==> config.mk <==
export PLATFORM = sky130hd
export DESIGN_NAME = uart_tx_scheduler_flat
export DESIGN_NICKNAME = d
export VERILOG_FILES = /design/src/rtl/uart_tx_scheduler_if.sv /design/src/rtl/uart_tx_scheduler.sv /design/src/flat_wrapper.sv
export SDC_FILE = /design/constraint.sdc
export NUM_CORES = 1
export LEC_CHECK = 0
export ABC_AREA = 1
export ABC_CLOCK_PERIOD_IN_PS = 2700
export BUFFER_PORTS_ARGS = -buffer_cell sky130_fd_sc_hd__buf_2
export CAP_MARGIN = 20
export CORE_AREA = 2 2 130 81
export DETAILED_ROUTE_END_ITERATION = 12
export DIE_AREA = 0 0 132 83
export PLACE_DENSITY = 0.7
export SETUP_SLACK_MARGIN = 0.02
export SLEW_MARGIN = 20
export SYNTH_ARGS = -nofsm -noshare
export SYNTH_HDL_FRONTEND = slang
export SYNTH_SLANG_ARGS = --single-unit
==> constraint.sdc <==
create_clock -name clk -period 2.7 [get_ports clk]
set_input_delay 0.405 -clock clk [delete_from_list [all_inputs] [get_ports clk]]
set_output_delay 0.405 -clock clk [all_outputs]
set_load 0.01 [all_outputs]
==> src/rtl/uart_tx_scheduler_if.sv <==
// Requester/transmitter bundle for uart_tx_scheduler.
// The slave modport is the scheduler's view; the master modport drives requests and tx_busy.
interface uart_tx_scheduler_if #(
  parameter int unsigned N = 4
);
  localparam int unsigned IdW = $clog2(N);

  logic [N-1:0]   req;
  logic [8*N-1:0] req_data;
  logic [N-1:0]   ack;
  logic [7:0]     tx_data;
  logic           tx_start;
  logic           tx_busy;
  logic [15:0]    baudrate;
  logic [15:0]    baud_in;
  logic           baud_we;
  logic [IdW-1:0] grant_id;
  logic           active;
  logic           timeout;

  modport slave (
    input  req, req_data, tx_busy, baud_in, baud_we,
    output ack, tx_data, tx_start, baudrate, grant_id, active, timeout
  );

  modport master (
    output req, req_data, tx_busy, baud_in, baud_we,
    input  ack, tx_data, tx_start, baudrate, grant_id, active, timeout
  );
endinterface

==> src/rtl/uart_tx_scheduler.sv <==
// Round-robin scheduler sharing one UART transmitter between N byte requesters.
// Owns clocks-per-bit; baud writes land only while idle so a frame never changes rate.
module uart_tx_scheduler #(
  parameter int unsigned N            = 4,
  parameter int unsigned BAUD_DEFAULT = 8,
  parameter int unsigned GUARD_CYCLES = 8,
  parameter int unsigned BUSY_TIMEOUT = 16
) (
  input logic                clk,
  input logic                rst,
  uart_tx_scheduler_if.slave bus
);
  localparam int unsigned IdW = $clog2(N);

  typedef enum logic [1:0] {StIdle, StWaitBusy, StWaitDone, StGuard} state_e;

  state_e         state_q, state_d;
  logic [15:0]    cnt_q, cnt_d;
  logic [IdW-1:0] ptr_q, ptr_d;
  logic [IdW-1:0] grant_q, grant_d;
  logic [N-1:0]   ack_q, ack_d;
  logic           tx_start_q, tx_start_d;
  logic [7:0]     tx_data_q, tx_data_d;
  logic [15:0]    baud_q, baud_d;
  logic [15:0]    pend_val_q, pend_val_d;
  logic           pend_q, pend_d;
  logic           timeout_q, timeout_d;

  logic           baud_ok;
  logic           any_req;
  logic [IdW-1:0] sel;
  logic [IdW-1:0] cand;

  assign baud_ok = bus.baud_we && (bus.baud_in >= 16'd2);

  // Descending scan so the smallest rotation distance from the pointer wins.
  always_comb begin
    any_req = 1'b0;
    sel     = ptr_q;
    cand    = '0;
    for (int unsigned k = N; k > 0; k--) begin
      cand = IdW'((32'(ptr_q) + k - 1) % N);
      if (bus.req[cand]) begin
        any_req = 1'b1;
        sel     = cand;
      end
    end
  end

  always_comb begin
    state_d    = state_q;
    cnt_d      = cnt_q;
    ptr_d      = ptr_q;
    grant_d    = grant_q;
    ack_d      = '0;
    tx_start_d = 1'b0;
    tx_data_d  = tx_data_q;
    baud_d     = baud_q;
    pend_d     = pend_q;
    pend_val_d = pend_val_q;
    timeout_d  = timeout_q;

    if (state_q != StIdle && baud_ok) begin
      pend_d     = 1'b1;
      pend_val_d = bus.baud_in;
    end

    unique case (state_q)
      StIdle: begin
        if (pend_q) begin
          baud_d = baud_ok ? bus.baud_in : pend_val_q;
          pend_d = 1'b0;
        end else if (baud_ok) begin
          baud_d = bus.baud_in;
        end else if (any_req) begin
          tx_data_d  = 8'(bus.req_data >> {sel, 3'b000});
          grant_d    = sel;
          ack_d[sel] = 1'b1;
          tx_start_d = 1'b1;
          cnt_d      = '0;
          state_d    = StWaitBusy;
        end
      end
      StWaitBusy: begin
        if (bus.tx_busy) begin
          state_d = StWaitDone;
        end else if (cnt_q == 16'(BUSY_TIMEOUT - 1)) begin
          // Byte is dropped, not retried.
          timeout_d = 1'b1;
          cnt_d     = '0;
          state_d   = StGuard;
        end else begin
          cnt_d = cnt_q + 16'd1;
        end
      end
      StWaitDone: begin
        if (!bus.tx_busy) begin
          cnt_d   = '0;
          state_d = StGuard;
        end
      end
      StGuard: begin
        if (cnt_q == 16'(GUARD_CYCLES - 1)) begin
          ptr_d   = (grant_q == IdW'(N - 1)) ? '0 : grant_q + 1'b1;
          state_d = StIdle;
        end else begin
          cnt_d = cnt_q + 16'd1;
        end
      end
      default: state_d = StIdle;
    endcase
  end

  always_ff @(posedge clk) begin
    if (rst) begin
      state_q    <= StIdle;
      cnt_q      <= '0;
      ptr_q      <= '0;
      grant_q    <= '0;
      ack_q      <= '0;
      tx_start_q <= 1'b0;
      tx_data_q  <= '0;
      baud_q     <= 16'(BAUD_DEFAULT);
      pend_q     <= 1'b0;
      pend_val_q <= '0;
      timeout_q  <= 1'b0;
    end else begin
      state_q    <= state_d;
      cnt_q      <= cnt_d;
      ptr_q      <= ptr_d;
      grant_q    <= grant_d;
      ack_q      <= ack_d;
      tx_start_q <= tx_start_d;
      tx_data_q  <= tx_data_d;
      baud_q     <= baud_d;
      pend_q     <= pend_d;
      pend_val_q <= pend_val_d;
      timeout_q  <= timeout_d;
    end
  end

  assign bus.ack      = ack_q;
  assign bus.tx_start = tx_start_q;
  assign bus.tx_data  = tx_data_q;
  assign bus.baudrate = baud_q;
  assign bus.grant_id = grant_q;
  assign bus.active   = (state_q != StIdle);
  assign bus.timeout  = timeout_q;
endmodule

==> src/flat_wrapper.sv <==
// flat-port wrapper written by rule: the top's interface ports become plain ports
module uart_tx_scheduler_flat 
#(
  parameter int unsigned N            = 4,
  parameter int unsigned BAUD_DEFAULT = 8,
  parameter int unsigned GUARD_CYCLES = 8,
  parameter int unsigned BUSY_TIMEOUT = 16
)
  (clk, rst, bus_req, bus_req_data, bus_tx_busy, bus_baud_in, bus_baud_we, bus_ack, bus_tx_data, bus_tx_start, bus_baudrate, bus_grant_id, bus_active, bus_timeout);
  uart_tx_scheduler_if #(.N(N)) bus_i ();
  input logic clk;
  input logic rst;
  input wire logic [$bits(bus_i.req)-1:0] bus_req;
  input wire logic [$bits(bus_i.req_data)-1:0] bus_req_data;
  input wire logic [$bits(bus_i.tx_busy)-1:0] bus_tx_busy;
  input wire logic [$bits(bus_i.baud_in)-1:0] bus_baud_in;
  input wire logic [$bits(bus_i.baud_we)-1:0] bus_baud_we;
  output wire logic [$bits(bus_i.ack)-1:0] bus_ack;
  output wire logic [$bits(bus_i.tx_data)-1:0] bus_tx_data;
  output wire logic [$bits(bus_i.tx_start)-1:0] bus_tx_start;
  output wire logic [$bits(bus_i.baudrate)-1:0] bus_baudrate;
  output wire logic [$bits(bus_i.grant_id)-1:0] bus_grant_id;
  output wire logic [$bits(bus_i.active)-1:0] bus_active;
  output wire logic [$bits(bus_i.timeout)-1:0] bus_timeout;
  assign bus_i.req = bus_req;
  assign bus_i.req_data = bus_req_data;
  assign bus_i.tx_busy = bus_tx_busy;
  assign bus_i.baud_in = bus_baud_in;
  assign bus_i.baud_we = bus_baud_we;
  assign bus_ack = bus_i.ack;
  assign bus_tx_data = bus_i.tx_data;
  assign bus_tx_start = bus_i.tx_start;
  assign bus_baudrate = bus_i.baudrate;
  assign bus_grant_id = bus_i.grant_id;
  assign bus_active = bus_i.active;
  assign bus_timeout = bus_i.timeout;
  uart_tx_scheduler #(.N(N), .BAUD_DEFAULT(BAUD_DEFAULT), .GUARD_CYCLES(GUARD_CYCLES), .BUSY_TIMEOUT(BUSY_TIMEOUT)) u_core (.clk(clk), .rst(rst), .bus(bus_i));
endmodule
# Word-level counts from Yosys, hierarchy flattened
# Cells that the tools add are included.
[classes] addsub=10 order_cmp=7 n_eq_ne=14 shift=1 muxes=42 bitwise_logic=5 reduce_logical=14
[ops] operator="2-to-1 mux 16 bit" count=10
[ops] operator="case mux 16 bit (4 select lines)" count=1
[ops] operator="right shift 32 x 5 -> 8 bit" count=1
[ops] operator="2-to-1 mux 2 bit" count=12
[ops] operator="adder 16 x 1 -> 16 bit (second input constant)" count=1
[ops] operator="== test 16 x 3 -> 1 bit (second input constant)" count=1
[ops] operator="== test 16 x 4 -> 1 bit (second input constant)" count=1
[ops] operator=">= comparator 16 x 2 -> 1 bit (second input constant)" count=1
[ops] operator="< comparator 2 x 3 -> 1 bit (second input constant)" count=5
[ops] operator="2-to-1 mux 1 bit" count=13
[ops] operator="AND reduction 6 bit" count=2
[ops] operator="inequality test 2 bit (second input constant)" count=5
[ops] operator="binary-select mux 1 bit (select 2 bit)" count=4
[ops] operator="case mux 2 bit (4 select lines)" count=1
[ops] operator="subtractor 2 x 1 -> 2 bit (second input constant)" count=4
[ops] operator="adder 2 x 1 -> 2 bit (second input constant)" count=3
[ops] operator="== test 2 bit (second input constant)" count=3
[ops] operator="inverter 1 bit" count=5
[ops] operator="OR reduction 5 bit" count=1
[ops] operator="adder 2 bit (second input constant)" count=2
[ops] operator="inequality test 2 x 1 -> 1 bit (second input constant)" count=2
[ops] operator="AND reduction 2 bit" count=2
[ops] operator="AND reduction 4 bit" count=1
[ops] operator="nonzero test 2 bit" count=2
[ops] operator="8 further kinds" count=10
[totals] reg_bits=69 input_bits=56 output_inout_bits=33 elab_cells=104

# Depth between registers and ports, before layout
# Gate-level depths: netlist (run 1).
[logic_depth] depth_word=12 depth_mapped=16

# Worst setup path before layout (run 1)
# Ideal clock, no wire load.
[synth_path] kind="register to output" from="register u_core.state_q[0]" to="output bus_active" arrival_time_ns=1.419 t_required_ns=2.295 slack_ns=0.876 path_stages_with_launch=6 n_path_buf=2 cell_sequence="dfxtp_1 > inv_1 > ha_1 > inv_1 > buf_1 > clkbuf_1"
[synth_via] elab_chain_len=1
[synth_lines] item="from (decl)" line="uart_tx_scheduler.sv:17" text="state_e state_q, state_d;"
[synth_lines] item="from (signal assigned)" line="uart_tx_scheduler.sv:116" text="state_q <= StIdle;"
[synth_lines] item="from (signal assigned)" line="uart_tx_scheduler.sv:128" text="state_q <= state_d;"
[synth_lines] item="nonzero test 2 bit" line="uart_tx_scheduler.sv:147" text="assign bus.active = (state_q != StIdle);"
[synth_lines] item="to (decl)" line="flat_wrapper.sv:23" text="output wire logic [$bits(bus_i.active)-1:0] bus_active;"
# No other way between the ends.

# Worst setup path after layout (run 1)
[layout_path] from="register u_core.ptr_q[0]" to="register u_core.cnt_q[0]"
[layout_via] elab_chain_len=10
[layout_lines] item="from (decl)" line="uart_tx_scheduler.sv:19" text="logic [IdW-1:0] ptr_q, ptr_d;"
[layout_lines] item="from (signal assigned)" line="uart_tx_scheduler.sv:130" text="ptr_q <= ptr_d;"
[layout_lines] item="adder 2 x 1 -> 2 bit" line="uart_tx_scheduler.sv:42" text="cand = IdW'((32'(ptr_q) + k - 1) % N);"
[layout_lines] item="subtractor 2 x 1 -> 2 bit" line="uart_tx_scheduler.sv:42"
[layout_lines] item="binary-select mux 1 bit (select 2 bit)" line="uart_tx_scheduler.sv:43" text="if (bus.req[cand]) begin"
[layout_lines] item="2-to-1 mux 1 bit (not written as such)" line="uart_tx_scheduler.sv:43"
[layout_lines] item="2-to-1 mux 1 bit (3 in a row)" line="uart_tx_scheduler.sv:43"
[layout_lines] item="2-to-1 mux 1 bit (*)" line="uart_tx_scheduler.sv:43"
[layout_lines] item="inequality test 2 x 1 -> 1 bit (no line) (*)"
[layout_lines] item="AND reduction 6 bit (no line) (*)"
[layout_lines] item="to (signal assigned)" line="uart_tx_scheduler.sv:129" text="cnt_q <= cnt_d;"
[layout_lines] item="to (decl)" line="uart_tx_scheduler.sv:18" text="logic [15:0] cnt_q, cnt_d;"
# Mark *: on every way between the ends. The rest lies on a longest branch, timed or not. The select of a mux whose other input is x is not followed.
# A chain may end at the register's enable or synchronous reset.

==> reports/results.md, run 1 <==
| Parameter | This run | Unit |
|:---|:---|:---|
| Area of the die | 11,000 | µm² |
| Synthesized instance count | 569 | - |
| Initial cell density of the core | 0.396 | - |
| Critical Path Slowest Stage Cell | dfxtp_1 | - |
| Peak supply drop | 0.351 | mV |
| Clock tree skew after final layout | 0.00452 | ns |
| HPWL after detailed placement | 7880 | µm |
| Crit-path leading delay family | simple AND/OR/NAND/NOR gates | - |
| Transition time of the tightest slew-check pin | 0.918 | ns |
| Setup crit start kind | flip-flop | - |
| Buffers inserted by post-CTS timing repair | 0 | - |
| Wire length per cell | 13.4 | µm |
| Min Tclk post-route | 2.19 | ns |
| Final hold viol count | 0 | - |
| Met1 wire length | 5200 | µm |
| Count of standard-cell rows | 28 | - |
| Sum Neg Setup Slack | 0 | ns |
| Number of buffers inserted during clock tree synthesis | 9 | - |
| Power density over the cells | 770 | nW/µm² |
| Leading cell type in the layout, fill and taps excluded | nand2_1 | - |
| Number of buffer cells added on primary ports | 88 | - |
| CTS tree | yes | - |
| Die width | 132 | µm |
| Vias in the first global route | 3,655 | - |
| Kind of end point of the critical path | flip-flop | - |
| Clock sink total | 69 | - |
| Final wirelength | 10,500 | µm |
| Worst endpoint required time | 2.97 | ns |
| Flop and latch count out of synthesis | 69 | - |
| Detailed Route Iter0 Violations | 280 | - |
| DR vias | 4,046 | - |
| Most used cell along the critical path | nand2_2 | - |
| Hold_ws | 0.351 | ns |
| Routability-driven placement congestion ratio | 0.915 | - |
| Share of the cycle needed by the critical path after routing | 0.811 | - |
| Ordered list of cells on the worst path | inv_6, nand2_2, nand2_2, nand2_2, nand3b_4, nor3_2, nand2_2, nand2_4, nand2_1, a21oi_1 | - |
| Critical Path AT | 2.46 | ns |
| Slowest stage delay, CP | 0.59 | ns |
| Count of buffer and inverter cells on the critical path | 1 | - |
| Outcome | complete, no violations | - |
| Net count after synthesis | 631 | - |
| Vias/cell | 5.13 | - |
| Biggest fanout along the worst timing path | 18 | - |
| Filler cells | 984 | - |
| Post-synthesis to final-layout area growth | 20.7 | % |
| Max-capacitance violation count | 0 | - |
| Residual DRC count | 0 | - |
| Number of iterations in the first detailed-routing pass | 5 | - |
| Yosys Warn Count | 0 | - |
| CP Class | flip-flop to flip-flop | - |
| Clock edge transition at the registers on the reported setup and hold paths | 0.06 | ns |
| Clock latency on the worst-skew pair | 0.34 | ns |
| Highest routing layer actually used | met4 | - |
| Most frequent cells in the layout | nand2_1, buf_2, dfxtp_1, nand3_1, a21oi_1 | - |
| Total chip power | 3.57 | mW |
| I/O pin total | 89 | - |
| Number of distinct library cells after synthesis | 37 | - |
| Die Ht | 83 | µm |
| Average cell area after synthesis | 6.75 | µm² |
| Synth Cell Area | 3840 | µm² |
| Wire length of the first global-routing pass | 17,800 | µm |
| Root Driver | clkbuf_16 | - |
| Final Core Density | 0.478 | - |
| Number of diodes | 0 | - |
| H-tree depth reported by CTS | 3 | - |
| Max transition margin | 0.387 | - |
| Maximum number of pins on one net before global-route repair | 35 | - |
| Total number of nets in the final design | 710 | - |
| Sequential-to-total area share from yosys stat | 0.359 | - |
| Total track usage | 0.198 | - |
| Maximum count of clock buffers along a single path | 2 | - |
| Ratio of cells with drive above 1 in the final layout | 0.216 | - |
| Highest Clock Rate | 457 | MHz |
| Min-Delay Path Class | primary input to flip-flop | - |
| Static leakage power | 2.03 | nW |
| Hold Buf Count CTS | 0 | - |
| Met2 Routed Length | 4150 | µm |
| Unrepaired setup endpoints after global routing | false | - |
| Remaining global-route overflow | 0 | - |
| Initial antenna violation count | 0 | - |
| Final setup violation count | 0 | - |
| Placeable Area | 9700 | µm² |
| Detail Route met3 WL | 1130 | µm |
| Slew Viols, Final | 0 | - |
| Number of gates resized after cts | 0 | - |
| ANT nets after route | 0 | - |
[Yosys cell counts]
cell,number,area share
nand2_2,11,0.018
nor2_1,51,0.050
inv_2,4,0.0039
nand2_1,122,0.12
nor3_2,1,0.0026
ha_1,6,0.020
nor2_2,2,0.0033
xnor2_1,1,0.0023
nor4_4,1,0.0055
clkbuf_1,19,0.019
nor3_1,13,0.017
o21ai_0,44,0.057
nand2_4,2,0.0059
nor2_4,4,0.012
nand4_2,1,0.0033
o21ai_1,4,0.0052
xor2_1,12,0.027
a211oi_1,1,0.0020
o21a_1,1,0.0020
buf_1,1,0.00098
buf_2,2,0.0026
nand3b_4,1,0.0052
nand3_1,68,0.089
o211ai_1,1,0.0020
or2_2,1,0.0016
buf_8,1,0.0039
a21oi_1,62,0.081
inv_1,44,0.043
nand3b_1,4,0.0078
dfxtp_1,69,0.36
inv_6,1,0.0023
buf_6,3,0.0088
buf_4,1,0.0020
nand4_1,7,0.011
a21oi_2,1,0.0023
a31oi_1,1,0.0016
nor4_1,1,0.0016
[routing by layer]
layer | global-route usage | vias to the layer above
met1 | 0.291 | 1833
met4 | 0.0445 | 0
li1 | - | 2039
met3 | 0.0641 | 11
met2 | 0.278 | 163
met5 | 0 | -
[where the power goes]
part           internal [mW]  switching [mW]  leakage (nW)
logic                  0.404           0.753          1.33
clock network          0.621           0.453         0.128
registers               1.22           0.119         0.564
total                   2.25            1.33          2.03
[final cells by class]
cell class,instances,area [µm²],area share
Clock buffer,9,225,0.0486
Inverter,49,189,0.0407
Timing Repair Buffer,95,493,0.106
Tap cell,135,169,0.0364
Multi-Input combinational cell,424,2130,0.459
Sequential cell,69,1380,0.298
Clock inverter,7,50.0,0.0108
[worst reg2reg max path, cell delays in order (launching register included)]
cell      delay [ns]
dfxtp_1         0.59
inv_6           0.09
nand2_2         0.09
nand2_2         0.06
nand2_2         0.11
nand3b_4        0.10
nor3_2          0.29
nand2_2         0.31
nand2_4         0.27
nand2_1         0.07
a21oi_1         0.15
[cell families (layout without fill, tap and decap cells)]
| family | count (synthesis) | in the layout | synth area share |
|---|---|---|---|
| AO/OA/AOI/OAI | 115 | 115 | 0.153 |
| flip-flops | 69 | 69 | 0.359 |
| AND/OR/NAND/NOR | 290 | 290 | 0.352 |
| buffers and inverters | 76 | 160 | 0.0860 |
| adder cells (fa/ha/maj) | 6 | 6 | 0.0195 |
| XOR/XNOR | 13 | 13 | 0.0296 |
[sequential cells by signal, indices dropped and copies added (netlist names)]
| name | cells |
|---|---|
| u_core.bus.tx_data | 8 |
| u_core.pend_q | 1 |
| u_core.bus.timeout | 1 |
| u_core.bus.tx_start | 1 |
| u_core.bus.ack | 4 |
| u_core.bus.baudrate | 16 |
| u_core.cnt_q | 16 |
| u_core.pend_val_q | 16 |
| u_core.bus.grant_id | 2 |
| u_core.state_q | 2 |
| u_core.ptr_q | 2 |
[path summary, 6_finish.rpt]
kind | startpoint | cells past startpoint | slack, ns | to
max reg2reg | u_core.ptr_q[0] | 10 | 0.51 | u_core.cnt_q[0]
max | u_core.ptr_q[0] | 10 | 0.51 | u_core.cnt_q[0]
min | bus_baud_in[10] | 3 | 0.35 | u_core.pend_val_q[10]
min reg2reg | u_core.pend_val_q[15] | 2 | 0.46 | u_core.pend_val_q[15]
[stage by stage]
| stage | cells | area [µm²] | setup slack [ns] |
|---|---|---|---|
| after CTS | 788 | 4640 | 0.549 |
| after global placement | 772 | 4360 | 0.604 |
| after detailed placement | 772 | 4360 | 0.543 |
| after global routing | 788 | 4640 | 0.287 |
| final | 788 | 4640 | 0.510 |
| after floorplan | 569 | 3840 | 0.876 |
(Power assumes the default switching activity.)
==> run 2: changes to the inputs <==
--- a/config.mk
+++ b/config.mk
@@ -6,13 +6,13 @@
 export NUM_CORES = 1
 export LEC_CHECK = 0
 export ABC_AREA = 1
-export ABC_CLOCK_PERIOD_IN_PS = 2700
+export ABC_CLOCK_PERIOD_IN_PS = 1900
 export BUFFER_PORTS_ARGS = -buffer_cell sky130_fd_sc_hd__buf_2
 export CAP_MARGIN = 20
 export CORE_AREA = 2 2 130 81
 export DETAILED_ROUTE_END_ITERATION = 12
 export DIE_AREA = 0 0 132 83
-export PLACE_DENSITY = 0.7
+export PLACE_DENSITY = 0.72
 export SETUP_SLACK_MARGIN = 0.02
 export SLEW_MARGIN = 20
 export SYNTH_ARGS = -nofsm -noshare
==> constraint.sdc (replaced) <==
create_clock -name clk -period 1.9 [get_ports clk]
set_input_delay 0.285 -clock clk [delete_from_list [all_inputs] [get_ports clk]]
set_output_delay 0.285 -clock clk [all_outputs]
set_load 0.01 [all_outputs]
==> reports/results.md, run 2 (same netlist as run 1, synthesis figures left out) <==
| Parameter | This run | Unit | Delta |
|:---|:---|:---|:---|
| Biggest fanout along the worst timing path | 9 | - | -9 |
| Hold Buf Count CTS | 0 | - | unchanged |
| Peak supply drop | 0.645 | mV | +84% |
| Kind of end point of the critical path | flip-flop | - |  |
| Count of standard-cell rows | 28 | - | unchanged |
| Leading cell type in the layout, fill and taps excluded | nand2_1 | - |  |
| H-tree depth reported by CTS | 3 | - | unchanged |
| Total number of nets in the final design | 752 | - | +5.9% |
| Power dissipated by switching net loads | 2.05 | mW | +55% |
| Min Tclk post-route | 1.91 | ns | -0.285 ns |
| Reg-to-reg endpoint | u_core.bus.tx_data[5] | - |  |
| Wire length of the first global-routing pass | 18,400 | µm | +3.1% |
| Transition time of the tightest slew-check pin | 0.503 | ns | -0.415 ns |
| Initial cell density of the core | 0.396 | - | unchanged |
| Share of the cycle needed by the critical path after routing | 1.00 | - | +0.192 |
| Logic pwr share | 0.367 | - | +0.043 |
| Most frequent cells in the layout | nand2_1, buf_2, dfxtp_1, a21oi_1, nand3_1 | - |  |
| Cell depth of the worst flop-to-flop path | 14 | - | +4 |
| DR vias | 4,356 | - | +7.7% |
| Multi-input gate area in the final layout | 2410 | µm² | +13% |
| Post-synthesis to final-layout area growth | 39.4 | % |  |
| Switching fraction of total power | 0.359 | - | -0.0119 |
| Number of buffer cells added on primary ports | 88 | - | unchanged |
| Detailed Route Iter0 Violations | 369 | - | +32% |
| Clock tree skew after final layout | 0.00663 | ns | +0.00211 ns |
| Highest Clock Rate | 525 | MHz | +15% |
| ANT nets after route | 0 | - | unchanged |
| Area of the die | 11,000 | µm² | unchanged |
| Slew Viols, Final | 0 | - | unchanged |
| Total track usage | 0.201 | - | +0.00332 |
| Outcome | finished with violations | - |  |
| Worst-case register-to-register setup slack | -0.005 | ns | -0.52 ns |
| Placeable Area | 9700 | µm² | unchanged |
| Die width | 132 | µm | unchanged |
| Critical path startpoint | u_core.ptr_q[0] | - |  |
| Number of diodes | 0 | - | unchanged |
| Power density over the cells | 1060 | nW/µm² | +38% |
| Sum Neg Setup Slack | -0.00636 | ns | -0.00636 ns |
| Min-Delay Path Class | primary input to flip-flop | - |  |
| Number of buffers inserted during clock tree synthesis | 9 | - | unchanged |
| Maximum number of pins on one net before global-route repair | 33 | - | -5.7% |
| Vias/cell | 5.25 | - | +2.3% |
| Final wirelength | 12,100 | µm | +15% |
| I/O pin total | 89 | - | unchanged |
| Vias in the first global route | 3,912 | - | +7.0% |
| Routability-driven placement congestion ratio | 0.907 | - | -0.83% |
| Area taken by flip-flops and latches | 1390 | µm² | +0.63% |
| Fraction of power consumed by the clock network | 0.298 | - | -0.003 |
| HPWL after detailed placement | 8140 | µm | +3.3% |
| Clock latency on the worst-skew pair | 0.33 | ns | about the same |
| Number of iterations in the first detailed-routing pass | 5 | - | unchanged |
| Unrepaired setup endpoints after global routing | true | - |  |
| CTS tree | yes | - |  |
| Setup crit start kind | flip-flop | - |  |
| Relative contribution of sequential cells to total power | 0.335 | - | -0.040 |
| Static leakage power | 2.37 | nW | +17% |
| Crit Reg-Reg Startpoint | u_core.ptr_q[0] | - |  |
| Initial antenna violation count | 0 | - | unchanged |
| Design internal power | 3.66 | mW | +63% |
| Clock sink total | 69 | - | unchanged |
| Wire length per cell | 14.6 | µm | +9.0% |
| Clock edge transition at the registers on the reported setup and hold paths | 0.05 | ns | about the same |
| Worst Slack Setup Final | -0.00521 | ns | -0.515 ns |
| Filler cells | 899 | - | -8.6% |
| Max-capacitance violation count | 0 | - | unchanged |
| Ratio of cells with drive above 1 in the final layout | 0.331 | - | +0.115 |
| Residual DRC count | 0 | - | unchanged |
| Critical Path AT | 2.13 | ns | -0.33 ns |
| Root Driver | clkbuf_16 | - |  |
| CP Class | flip-flop to flip-flop | - |  |
| Failing checks | setup timing | - |  |
| Worst endpoint required time | 2.12 | ns | -0.85 ns |
| Max transition margin | 0.664 | - | +0.277 |
| Last element of the critical path | u_core.bus.tx_data[5] | - |  |
| Maximum count of clock buffers along a single path | 2 | - | unchanged |
| Die Ht | 83 | µm | unchanged |
| Hold_ws | 0.230 | ns | -0.121 ns |
| Final setup violation count | 2 | - | +2 |
| Remaining global-route overflow | 0 | - | unchanged |
| Final hold viol count | 0 | - | unchanged |
==> run 2: cell count changes in the layout (fill, tap and decap cells not counted), sizes merged <==
cell      previous run  this run
buf                 95       133
clkbuf               9        13
inv                 50        48
nand2              135       137
bufinv               0         1
clkinv               3         2
clkinvlp             3         2
==> run 2: layout make-up <==
class	instances	share of cell area
flip-flops and latches	69	0.260
clock inverters	4	0.00888
clock buffers	11	0.0472
multi-input cells	426	0.449
well taps	135	0.0315
repair buffers	135	0.167
inverters	49	0.0369
==> run 2: stage by stage <==
| stage | total power, mW | utilization | setup WS (ns) | std cells | cell area (µm²) |
|---|---|---|---|---|---|
| 4_1_cts | 5.46 | 0.504 | 0.0323 | 810 | 4890 |
| 5_1_grt | 6.04 | 0.552 | -0.0995 | 829 | 5360 |
| 2_1_floorplan | 3.05 | - | 0.159 | 569 | 3840 |
| 3_3_place_gp | 3.67 | 0.471 | 0.0735 | 795 | 4570 |
| 3_5_place_dp | 3.72 | 0.471 | -0.0181 | 795 | 4570 |
| 6_report | 5.70 | 0.552 | -0.00521 | 829 | 5360 |
==> run 2: how the worst min path moves through the flow <==
stage | from | endpoint | slack (ns) | cells after the start
5_1_grt | bus_baud_in[7] | u_core.pend_val_q[7] | 0.24 | 3
6_report | bus_baud_in[0] | u_core.bus.baudrate[0] | 0.23 | 3
4_1_cts | bus_baud_in[0] | u_core.bus.baudrate[0] | 0.22 | 3
2_1_floorplan | u_core.pend_val_q[0] | u_core.pend_val_q[0] | 0.44 | 2
3_5_place_dp | u_core.pend_val_q[13] | u_core.pend_val_q[13] | 0.46 | 2
3_3_place_gp | u_core.bus.timeout | u_core.bus.timeout | 0.44 | 1
==> run 2: timing repair <==
| action | 4_1_cts | 5_1_grt |
|---|---|---|
| gates resized for setup | 5 | 80 |
| gates cloned | 0 | 5 |
| buffers inserted | 0 | 14 |
| pin swaps | 1 | 17 |
| endpoints found under the setup margin | 7 | 35 |
==> run 2: per-layer routing <==
layer / share of wire / track usage / vias to the layer above
met4: 0.018 / 0.0494 / 0
met1: 0.45 / 0.273 / 1992
met2: 0.43 / 0.315 / 207
met3: 0.095 / 0.0574 / 24
li1: - / - / 2133
met5: 0 / 0 / -
==> run 2: critical path, stage by stage (launching register included) <==
cell	delay, ns
dfxtp_4	0.36
buf_12	0.14
inv_8	0.09
nand2_2	0.08
nand3_1	0.09
nand2_2	0.11
inv_4	0.13
nand3_4	0.09
nand2_4	0.11
buf_4	0.14
nand2_4	0.09
nand3_1	0.12
nand3_1	0.10
nor2_1	0.12
nor2_1	0.05
==> run 2: power groups by stage <==
stage	registers [mW]	clock network, mW	logic (mW)
2_1_floorplan	1.99	0	1.06
3_3_place_gp	1.92	0	1.75
3_5_place_dp	1.92	0	1.80
4_1_cts	1.90	1.72	1.83
5_1_grt	1.95	1.78	2.31
6_report	1.91	1.70	2.09
==> run 3: changes to the inputs <==
--- a/config.mk
+++ b/config.mk
@@ -5,14 +5,13 @@
 export SDC_FILE = /design/constraint.sdc
 export NUM_CORES = 1
 export LEC_CHECK = 0
-export ABC_AREA = 1
 export ABC_CLOCK_PERIOD_IN_PS = 1900
 export BUFFER_PORTS_ARGS = -buffer_cell sky130_fd_sc_hd__buf_2
 export CAP_MARGIN = 20
-export CORE_AREA = 2 2 130 81
+export CORE_AREA = 2 2 122 77
 export DETAILED_ROUTE_END_ITERATION = 12
-export DIE_AREA = 0 0 132 83
-export PLACE_DENSITY = 0.72
+export DIE_AREA = 0 0 124 79
+export PLACE_DENSITY = 0.73
 export SETUP_SLACK_MARGIN = 0.02
 export SLEW_MARGIN = 20
 export SYNTH_ARGS = -nofsm -noshare
==> reports/results.md, run 3 <==
| Parameter | This run | Unit | Delta |
|:---|:---|:---|:---|
| Outcome | finished with violations | - |  |
| Failing checks | setup timing | - |  |
| Critical Path AT | 2.53 | ns | +0.40 ns |
| Vias in the first global route | 3,454 | - | -12% |
| Count of standard-cell rows | 27 | - | -3.6% |
| Remaining global-route overflow | 0 | - | unchanged |
| Clock latency on the worst-skew pair | 0.34 | ns | about the same |
| Area taken by flip-flops and latches | 1390 | µm² | -0.36% |
| Cell types with the largest area share after synthesis | dfxtp_1, a21oi_1, nand2_1 | - |  |
| Most frequent cells in the layout | buf_2, dfxtp_1, buf_4, a21oi_1, nand2_1 | - |  |
| Vias/cell | 5.76 | - | +9.7% |
| Synthesized instance count | 396 | - | -30% |
| Number of buffers inserted during clock tree synthesis | 9 | - | unchanged |
| Final setup violation count | 23 | - | +21 |
| Ordered list of cells on the worst path | or4_4, or4b_1, o32a_1, a221oi_2, mux2i_1 | - |  |
| Count of buffer and inverter cells on the critical path | 0 | - | -4 |
| Highest Clock Rate | 442 | MHz | -16% |
| Net count after synthesis | 458 | - | -27% |
| Total placed instance area | 4470 | µm² | -2.3% |
| Number of distinct library cells after synthesis | 53 | - | +43% |
| Static leakage power | 2.25 | nW | -5.0% |
| I/O pin total | 89 | - | unchanged |
| Average cell area after synthesis | 8.54 | µm² | +26% |
| Residual DRC count | 0 | - | unchanged |
| Sequential-to-total area share from yosys stat | 0.408 | - | +0.0489 |
| Clock tree skew after final layout | 0.00797 | ns | +0.00134 ns |
| Synth async-reset ratio | 0 | - | unchanged |
| Predominant post-synthesis flop cell | dfxtp_1 | - |  |
| Number of iterations in the first detailed-routing pass | 6 | - | +1 |
| Max-capacitance violation count | 0 | - | unchanged |
| Worst endpoint required time | 2.16 | ns | +0.04 ns |
| Total track usage | 0.221 | - | +0.0194 |
| Number of diodes | 0 | - | unchanged |
| Initial antenna violation count | 0 | - | unchanged |
| Number of buffer cells added on primary ports | 88 | - | unchanged |
| Wire length per cell | 17.6 | µm | +20% |
| Min-Delay Path Class | primary input to flip-flop | - |  |
| Leading cell type in the layout, fill and taps excluded | buf_2 | - |  |
| Layout Cells excl Fill | 665 | - | -20% |
| Placeable Area | 8780 | µm² | -9.5% |
| Max transition margin | 0.449 | - | -0.215 |
| Maximum number of pins on one net before global-route repair | 20 | - | -39% |
| Share of the cycle needed by the critical path after routing | 1.19 | - | +0.189 |
| Most frequently used cell type in the post-synthesis netlist | dfxtp_1 | - |  |
| Worst Slack Setup Final | -0.363 | ns | -0.358 ns |
| Final hold viol count | 0 | - | unchanged |
| Crit Reg-Reg Startpoint | u_core.cnt_q[13] | - |  |
| CTS tree | yes | - |  |
| ANT nets after route | 0 | - | unchanged |
| Maximum count of clock buffers along a single path | 2 | - | unchanged |
| Clock sink total | 69 | - | unchanged |
| Number of enable-type register cells in the synthesized netlist | 0 | - | unchanged |
| H-tree depth reported by CTS | 3 | - | unchanged |
| Clock edge transition at the registers on the reported setup and hold paths | 0.06 | ns | about the same |
| Min Tclk post-route | 2.26 | ns | +0.358 ns |
| Die Ht | 79 | µm | -4.8% |
| Hold Buf Count CTS | 0 | - | unchanged |
| Filler cells | 755 | - | -16% |
| Total number of nets in the final design | 606 | - | -19% |
| Area of the die | 9800 | µm² | -11% |
| Hold_ws | 0.199 | ns | -0.0310 ns |
| Slowest stage delay, CP | 0.56 | ns | +0.20 ns |
| Routability-driven placement congestion ratio | 0.830 | - | -8.5% |
| Unrepaired setup endpoints after global routing | true | - |  |
| Critical Path Slowest Stage Cell | or4_4 | - |  |
| Commonest cells post-synth | dfxtp_1, nand2_1, a21oi_1 | - |  |
| CP Class | flip-flop to flip-flop | - |  |
| Peak supply drop | 0.743 | mV | +15% |
| Flop and latch count out of synthesis | 69 | - | unchanged |
| Detailed Route Iter0 Violations | 270 | - | -27% |
| Biggest fanout along the worst timing path | 3 | - | -6 |
| Wire length of the first global-routing pass | 16,600 | µm | -9.4% |
| Synth Cell Area | 3380 | µm² | -12% |
| Kind of end point of the critical path | flip-flop | - |  |
| Slew Viols, Final | 0 | - | unchanged |
| Post-layout instance area | 5200 | µm² | -2.9% |
| Setup crit start kind | flip-flop | - |  |
| Area fraction of the dominant cell type after synthesis | 0.408 | - | +0.0489 |
| Ratio of cells with drive above 1 in the final layout | 0.441 | - | +0.109 |
| Yosys Warn Count | 0 | - | unchanged |
| Final wirelength | 11,700 | µm | -3.4% |
| Die width | 124 | µm | -6.1% |
| Root Driver | clkbuf_16 | - |  |
| Worst Hold Launch | bus_baud_in[15] | - |  |
| Crit-path leading delay family | simple AND/OR/NAND/NOR gates | - |  |
| DR vias | 3,833 | - | -12% |
| Power density over the cells | 1090 | nW/µm² | +2.6% |
| HPWL after detailed placement | 7900 | µm | -3.0% |
| Post-placement cell count | 640 | - | -19% |
| Cell type with the largest total area after synthesis | dfxtp_1 | - |  |
| Transition time of the tightest slew-check pin | 0.823 | ns | +0.320 ns |
| Initial cell density of the core | 0.385 | - | -0.0109 |
| Multi-input gate area in the final layout | 2210 | µm² | -8.3% |
| Critical path startpoint | u_core.cnt_q[13] | - |  |
| Post-synthesis to final-layout area growth | 53.8 | % |  |
run 3: cell count changes after synthesis, sizes merged, moves of 11 or more:
cell	change
a211oi	+15
a21oi	-11
and3	+32
inv	-39
nand2	-81
nand3	-65
nor2	-45
o21ai	-33
o2bb2ai	+14
o31ai	+11
or3	+13
or4	+11
xor2	-12
run 3: tightest hold or removal path, cell delays in order:
cell and delay, ns:
buf_8 0.10, nand2_1 0.05, a21oi_1 0.05
run 3: cell families after synthesis:
kind of cell               count (synthesis)  synth area share
buffers and inverters                     36            0.0440
adders and majority gates                  6            0.0222
muxes                                      4            0.0155
AOI/OAI and AO/OA                        128             0.260
DFF                                       69             0.408
and+or+nand+nor                          153             0.249
run 3: layer usage:
layer	routed length (µm)	global-route usage	share of wire	vias up
met4	189	0.0787	0.016	0
li1	-	-	-	1785
met1	5060	0.287	0.43	1827
met5	0	0	0	-
met3	1150	0.0711	0.099	20
met2	5280	0.343	0.45	201
run 3: final timing paths:
path | endpoint | slack [ns] | depth (start not counted)
setup / recovery | u_core.state_q[1] | -0.36 | 5
hold / removal | u_core.pend_val_q[15] | 0.20 | 3
setup reg to reg | u_core.state_q[1] | -0.36 | 5
hold reg to reg | u_core.pend_val_q[8] | 0.45 | 2
run 3: stage by stage:
step | utilization | setup WS [ns] | total power, mW | TNS, ns
2_1_floorplan | - | -0.243 | 2.87 | -6.96
3_3_place_gp | 0.509 | -0.318 | 3.55 | -13.24
5_1_grt | 0.592 | -0.408 | 5.98 | -8.13
3_5_place_dp | 0.509 | -0.363 | 3.64 | -16.98
4_1_cts | 0.550 | -0.322 | 5.42 | -4.40
6_report | 0.592 | -0.363 | 5.69 | -5.43
run 3: report_power, final:
part           internal, mW  switching, mW
combinational          1.03           1.18
clock                  1.05          0.619
sequential             1.67          0.139
run 3: cell type report:
class                           instances  share of cell area
Inverter                               12             0.00962
Clock inverter                          4             0.00914
Tap cell                              116              0.0279
Multi-Input combinational cell        292               0.424
Timing Repair Buffer                  160               0.215
Clock buffer                           12              0.0474
Sequential cell                        69               0.266
run 3: repair_timing:
action                     CTS  global route
resized for setup            4            57
pin swaps                    5            17
buffers inserted             3             2
setup endpoints to repair   36            63
cloned                       1             3
